`src/rtl/serial_adder_pkg.sv`:
```
// Shared types and defaults for the bit-serial adder.
package serial_adder_pkg;

    typedef enum logic [1:0] {IDLE, RUN, DONE} sa_state_e;

    localparam int SA_DEFAULT_WIDTH = 8;

endpackage

```
`src/rtl/full_adder.sv`:
```
// Single-bit full adder cell driven one bit per clock by serial_adder.
module full_adder (
    input  logic a,
    input  logic b,
    input  logic c_in,
    output logic s,
    output logic c_out
);

    assign s     = a ^ b ^ c_in;
    assign c_out = (a & b) | (a & c_in) | (b & c_in);

endmodule

```
`src/rtl/serial_adder.sv`:
```
// Bit-serial WIDTH-bit adder: LSB-first through one full_adder with a registered carry.
// Optional signed-overflow output enabled by defining SERIAL_ADDER_OVF_EN.
module serial_adder
    import serial_adder_pkg::*;
#(
    parameter int WIDTH = SA_DEFAULT_WIDTH
) (
    input  logic             clk,
    input  logic             rst_n,
    input  logic             in_valid,
    output logic             in_ready,
    input  logic [WIDTH-1:0] a,
    input  logic [WIDTH-1:0] b,
    input  logic             c_in,
    output logic             out_valid,
    input  logic             out_ready,
    output logic [WIDTH-1:0] sum,
    output logic             c_out,
    output logic             busy
`ifdef SERIAL_ADDER_OVF_EN
    ,
    output logic             ovf
`endif
);

    localparam int              CNT_W = $clog2(WIDTH + 1);
    localparam logic [CNT_W-1:0] LAST = CNT_W'(WIDTH - 1);

    sa_state_e        state;
    logic [CNT_W-1:0] cnt;
    logic             carry;
    logic [WIDTH-1:0] a_sh;
    logic [WIDTH-1:0] b_sh;
    logic             fa_s;
    logic             fa_c;

    full_adder u_full_adder (
        .a     (a_sh[0]),
        .b     (b_sh[0]),
        .c_in  (carry),
        .s     (fa_s),
        .c_out (fa_c)
    );

    // sum doubles as the result shift register: bits enter at the MSB and
    // arrive at their final position after WIDTH shifts.
    always_ff @(posedge clk or negedge rst_n) begin
        if (!rst_n) begin
            state     <= IDLE;
            in_ready  <= 1'b1;
            out_valid <= 1'b0;
            busy      <= 1'b0;
            cnt       <= '0;
            carry     <= 1'b0;
            a_sh      <= '0;
            b_sh      <= '0;
            sum       <= '0;
            c_out     <= 1'b0;
`ifdef SERIAL_ADDER_OVF_EN
            ovf       <= 1'b0;
`endif
        end else begin
            case (state)
                IDLE: begin
                    if (in_valid && in_ready) begin
                        a_sh     <= a;
                        b_sh     <= b;
                        carry    <= c_in;
                        cnt      <= '0;
                        in_ready <= 1'b0;
                        busy     <= 1'b1;
                        state    <= RUN;
                    end
                end
                RUN: begin
                    sum   <= {fa_s, sum[WIDTH-1:1]};
                    carry <= fa_c;
                    a_sh  <= a_sh >> 1;
                    b_sh  <= b_sh >> 1;
                    cnt   <= cnt + CNT_W'(1);
                    if (cnt == LAST) begin
                        c_out     <= fa_c;
`ifdef SERIAL_ADDER_OVF_EN
                        // carry still holds the carry into the MSB this cycle
                        ovf       <= carry ^ fa_c;
`endif
                        out_valid <= 1'b1;
                        state     <= DONE;
                    end
                end
                DONE: begin
                    if (out_ready) begin
                        out_valid <= 1'b0;
                        busy      <= 1'b0;
                        in_ready  <= 1'b1;
                        state     <= IDLE;
                    end
                end
                default: state <= IDLE;
            endcase
        end
    end

endmodule
```
`config.mk`:
```
export PLATFORM = sky130hd
export DESIGN_NAME = serial_adder
export DESIGN_NICKNAME = d
export VERILOG_FILES = /design/src/rtl/serial_adder_pkg.sv /design/src/rtl/full_adder.sv /design/src/rtl/serial_adder.sv
export SDC_FILE = /design/constraint.sdc
export NUM_CORES = 1
export LEC_CHECK = 0
export ABC_AREA = 1
export CAP_MARGIN = 20
export CORE_AREA = 2 2 61 63
export DETAILED_ROUTE_END_ITERATION = 10
export DIE_AREA = 0 0 63 65
export MAX_ROUTING_LAYER = met4
export PLACE_DENSITY_LB_ADDON = 0.2
export SETUP_SLACK_MARGIN = 0.4
export SYNTH_ARGS = -nofsm -noshare
export SYNTH_HDL_FRONTEND = slang
export SYNTH_SLANG_ARGS = --single-unit
```
`constraint.sdc`:
```
create_clock -name clk -period 1.6 [get_ports clk]
set_input_delay 0.32 -clock clk [delete_from_list [all_inputs] [get_ports clk]]
set_output_delay 0.32 -clock clk [all_outputs]
set_load 0.1 [all_outputs]
```
* Word-level counts from Yosys, hierarchy flattened
Cells that the tools add are included.
** Storage, ports and cells
- Flip-flop bits (word level) :: 35
- Bits of input ports :: 21
- Output and inout port bits :: 12
** Operators by class
- Bitwise gates (word level) :: 7
- Add/subtract/negate cells :: 1
- Equality and inequality tests :: 6
- Mux-type cells :: 20
- Reductions and logical operators :: 10
** Operators with widths (count)
- $pmux 8 s2 :: 2
- $mux 8 :: 2
- $reduce_and 3->1 :: 3
- $pmux 1 s2 :: 4
- $pmux 4 s2 :: 1
- $mux 1 :: 6
- $mux 2 :: 3
- $ne 2x2->1 const B :: 3
- $pmux 2 s3 :: 1
- $reduce_bool 2->1 :: 3
- $add 4x1->4 const B :: 1
- $eq 4x3->1 const B :: 1
- $mux 4 :: 1
- $reduce_and 2->1 :: 2
- $and 1x1->1 :: 3
- $eq 2x1->1 const B :: 1
- $eq 2x2->1 const B :: 1
- $logic_not 2->1 :: 1
- $or 1x1->1 :: 2
- $xor 1x1->1 :: 2
- $logic_and 1x1->1 :: 1

* Depth between registers and ports, before layout
- Depth after elaboration :: 4
- Mapped depth :: 8

* Modules after synthesis
Synthesis repeated with hierarchy kept, for this count alone.
** Unflattened totals
- Cells, all modules :: 208
- Area, all modules :: 1682.9 um^2
** By module, submodules not included
- serial_adder :: times used 1, area an instance 1662.8 um^2, cells each 207, sequential area each 877.1 um^2
- full_adder :: times used 1, area an instance 20.0 um^2, cells each 1, sequential area each 0.0 um^2

* Least setup slack after synthesis
No wires, ideal clock.
- Path kind :: register -> register
- Start point :: reg in_ready
- End point :: reg a_sh[0]
- Setup time :: 0.065 ns
- Data required time :: 1.535 ns
- Arrival :: 1.473 ns
- Path buffers :: 1
- Cell stages (with the launch flop) :: 8
- Slack :: 0.062 ns
- Cells stage by stage :: dfstp_2 > nand2_1 > inv_1 > nand2_2 > nand2_2 > buf_4 > nand2_1 > nand2_1
** Between the ends
- Cells in the longest elaborated chain, start to end :: 3
** RTL lines
- from (decl) :: RTL line serial_adder.sv:11 : output logic in_ready,
- from (signal assigned) :: RTL line serial_adder.sv:50 : in_ready <= 1'b1;
- from (signal assigned) :: RTL line serial_adder.sv:70 : in_ready <= 1'b0;
- from (signal assigned) :: RTL line serial_adder.sv:95 : in_ready <= 1'b1;
- $logic_and 1x1->1 :: RTL line serial_adder.sv:65 : if (in_valid && in_ready) begin
- $ne 2x2->1 (no source line)
- $reduce_and 2->1 (no source line)
- to (signal assigned) :: RTL line serial_adder.sv:78 : a_sh <= a_sh >> 1;
- to (decl) :: RTL line serial_adder.sv:32 : logic [WIDTH-1:0] a_sh;
Every way passes these cells.
A chain may end at the register's enable or synchronous reset.

* Worst setup path after layout
- Start point :: reg in_ready
- End point :: out in_ready
No word-level cell between the ends.

==> key figures <==
Outcome
  – Status: finished clean

Place
  – DP Wirelength: 2467 um
  – I/O Buffers: 32
  – DP Area: roughly 2200 sq um
  – Dpl ws: roughly 0.13 ns
  – GPL Wtd Cong: about 0.81

Floorplanning
  – Initial Util: between 40% and 50%
  – Site Rows: 22
  – Die Area: 4095 sq um
  – Placeable Area: between 3000 and 4000 sq um
  – Die H: 65 um
  – Chip width: 63 um
  – I/O pins: 33

Detailed routing
  – DRC: 0
  – Antenna viol nets, final: 0
  – Vias/cell: around 5
  – Via count: around 1,500
  – DR pass1 iterations: 4
  – Final wirelength: 3922 um
  – DR WL/cell: 12.73 um
  – 1st-iter DRT viols: 75

STA
  – Total negative slack: 0 ns
  – Layout Skew: 0.01188 ns
  – Worst-Margin Slew: 0.2061 ns
  – Rel. slew slack: around 86%
  – RSZ-0062 raised after global routing: true
  – Final Hold Fails: 0
  – Maximum clock frequency: 0.6719 GHz
  – # setup viols final: 0
  – Pins Over Slew Limit: 0
  – Crit share post-route: 93.01%
  – Fin Hold WS: 0.3328 ns
  – Worst setup slack after layout: roughly 0.11 ns
  – Minimum clock period: 1.488 ns

GRT
  – Global-route wire length before repair: 6727 um
  – Vias in the first global route: 1,461
  – Initial antenna violation count: 0
  – All-Layer GR Usage: 21.86%
  – Pin count of the biggest net entering global routing: 36
  – GRT overflow: 0

Worst setup path
  – Arr. time, crit path: approximately 1.2 ns
  – Worst R2R Setup Slack: 0.25 ns
  – Cell family with most CP delay: flip-flops
  – RR Endpoint: a_sh[3]
  – Crit path cell chain: buf_12
  – FF-to-FF Start: in_ready
  – WP buf/inv: 1
  – Slowest stage cell, crit path: dfstp_4
  – Reg2Reg Depth: 7
  – WS Path Type: flop to primary output
  – Worst Path Max Fanout: 3
  – Slowest stage delay, CP: roughly 0.65 ns
  – Crit path launch type: flop
  – Worst EP required: 1.28 ns
  – Setup crit end kind: primary output

Synth
  – Yosys top cell area share: 50.60%
  – Synthesized cell area: between 1500 and 2000 sq um
  – Most frequent cell after synthesis: nand2_1
  – Synth Flop Type: dfrtp_1
  – Post-Syn Nets: 231
  – Yosys warning total: 0
  – Distinct cell type count after synthesis: 21
  – Number of synthesized register bits: 35
  – Top post-synthesis cells by count: nand2_1, nand3_1, dfrtp_1, inv_1, o21ai_1
  – Main area contributors after synthesis: dfrtp_1, nand2_1, nand3_1
  – Seq/Total Area, Yosys: 52.16%
  – Synth area leader: dfrtp_1
  – Post-Synthesis Cells: 208
  – Post-synthesis area per instance: 8.085 sq um
  – Asr flop ratio synth: 100.0%
  – Number of synthesized flops with an enable pin: 0

Clocking
  – Clock-pin slew on the worst setup and hold paths: 0.11 ns
  – CTS tree: yes
  – Hold buffer count at CTS: 0
  – CTS H-tree lvls: 2
  – Clock Path Buffers: 2
  – Worst-Skew Late Latency: around 0.35 ns
  – CTS Sinks: 35
  – CTS buffer count: 5
  – Clk Tree Root Cell: clkbuf_4

Power
  – Cell Pwr Density: 2215 nW/um^2
  – Static Leak: between 1 and 1.5 nW
  – Peak VDD IR: 1275 uV

Finish
  – Finished Core Util: 69.97%
  – Layout cells sized above 1: 26.15%
  – Fillers: 296
  – Final Instance Area: 2446 sq um
  – ANT cells: 0
  – Layout Area Growth over Synthesis: 45.46%
  – Final net count: about 280

Hold path
  – Hold WC Path Type: input pin to async pin

Flow run
  – Max-cap check violation count: 0
## power by group
group / internal [W] / switching (W) / leakage, nW
Sequential: 0.00130 / 0.000327 / 0.426
Clock: 0.000171 / 0.000297 / 0.0293
Combinational: 0.00126 / 0.00206 / 0.769
Total: 0.00274 / 0.00268 / 1.22
## worst max path at each step
stage | startpoint | endpoint | slack (ns) | cells after the start
floorplan | in_ready | a_sh[0] | 0.23 | 6
global placement | in_valid | a_sh[3] | 0.18 | 7
detailed placement | in_valid | a_sh[3] | 0.13 | 7
CTS | in_ready | in_ready | 0.10 | 1
global route | in_ready | in_ready | 0.08 | 1
finish | in_ready | in_ready | 0.11 | 1
## stage by stage
stage / cells / power, W
after floorplan: 208 / 0.003727
after global placement: 284 / 0.004516
after detailed placement: 284 / 0.004586
after CTS: 302 / 0.005291
after global routing: 308 / 0.005764
final: 308 / 0.005418
## sequential cells by signal, summed over array words and instances (netlist names)
register and count:
out_valid 1, busy 1, state 2, in_ready 1, cnt 4, carry 1
a_sh 8, b_sh 8, c_out 1, sum 8
## worst reg2reg max path, cell delays in order, from the launching register on
cell	delay, ns
dfstp_4	0.65
buf_4	0.12
nand2_4	0.04
inv_4	0.08
nand2_8	0.09
buf_6	0.15
nand3_1	0.07
nand2_1	0.06
## kinds of logic (layout without fill, tap and decap cells)
group | after synthesis | in the layout | share of synthesized area, %
and+or+nand+nor | 135 | 137 | 34.60
DFF | 35 | 35 | 52.16
buffers and inverters | 23 | 73 | 7.291
AOI/OAI and AO/OA | 13 | 13 | 4.018
adders and majority gates | 2 | 2 | 1.934
## cell type report
| type | instances | area, sq um | share of cell area [%] |
|---|---|---|---|
| Sequential cell | 35 | 895.9 | 36.62 |
| Multi-Input combinational cell | 152 | 757.0 | 30.95 |
| Timing Repair Buffer | 54 | 636.9 | 26.04 |
| Tap cell | 48 | 60.06 | 2.455 |
| Inverter | 11 | 46.29 | 1.893 |
| Clock buffer | 7 | 45.04 | 1.841 |
| Clock inverter | 1 | 5.005 | 0.2046 |
## layer usage
layer | global-route usage (%) | part of all wire (%) | vias to the layer above
met1 | 27.29 | 43 | 700
met2 | 34.84 | 51 | 48
li1 | - | - | 778
met3 | 3.472 | 5.2 | 6
met4 | 10.83 | 1.6 | 0
met5 | - | 0 | -
## cells in the final DEF (no fill, tap or decap), drive strengths merged
| master | instances |
|---|---|
| clkdlybuf4s50 | 20 |
| o21ai | 12 |
| fa | 1 |
| clkbuf | 7 |
| dfstp | 1 |
| buf | 34 |
| clkinv | 1 |
| nor2 | 2 |
| nand4 | 1 |
| or2 | 2 |
| ha | 1 |
| o21bai | 1 |
| inv | 11 |
| nand2 | 90 |
| nand3 | 42 |
| dfrtp | 34 |
## timing repair
| action | in CTS | in global routing |
|---|---|---|
| pin swaps | 2 | 4 |
| gates cloned | 2 | 0 |
| endpoints found under the setup margin | 47 | 38 |
| gates resized for setup | 10 | 7 |
| setup buffers | 8 | 6 |
Note: power is estimated with default switching activity, not from simulation.
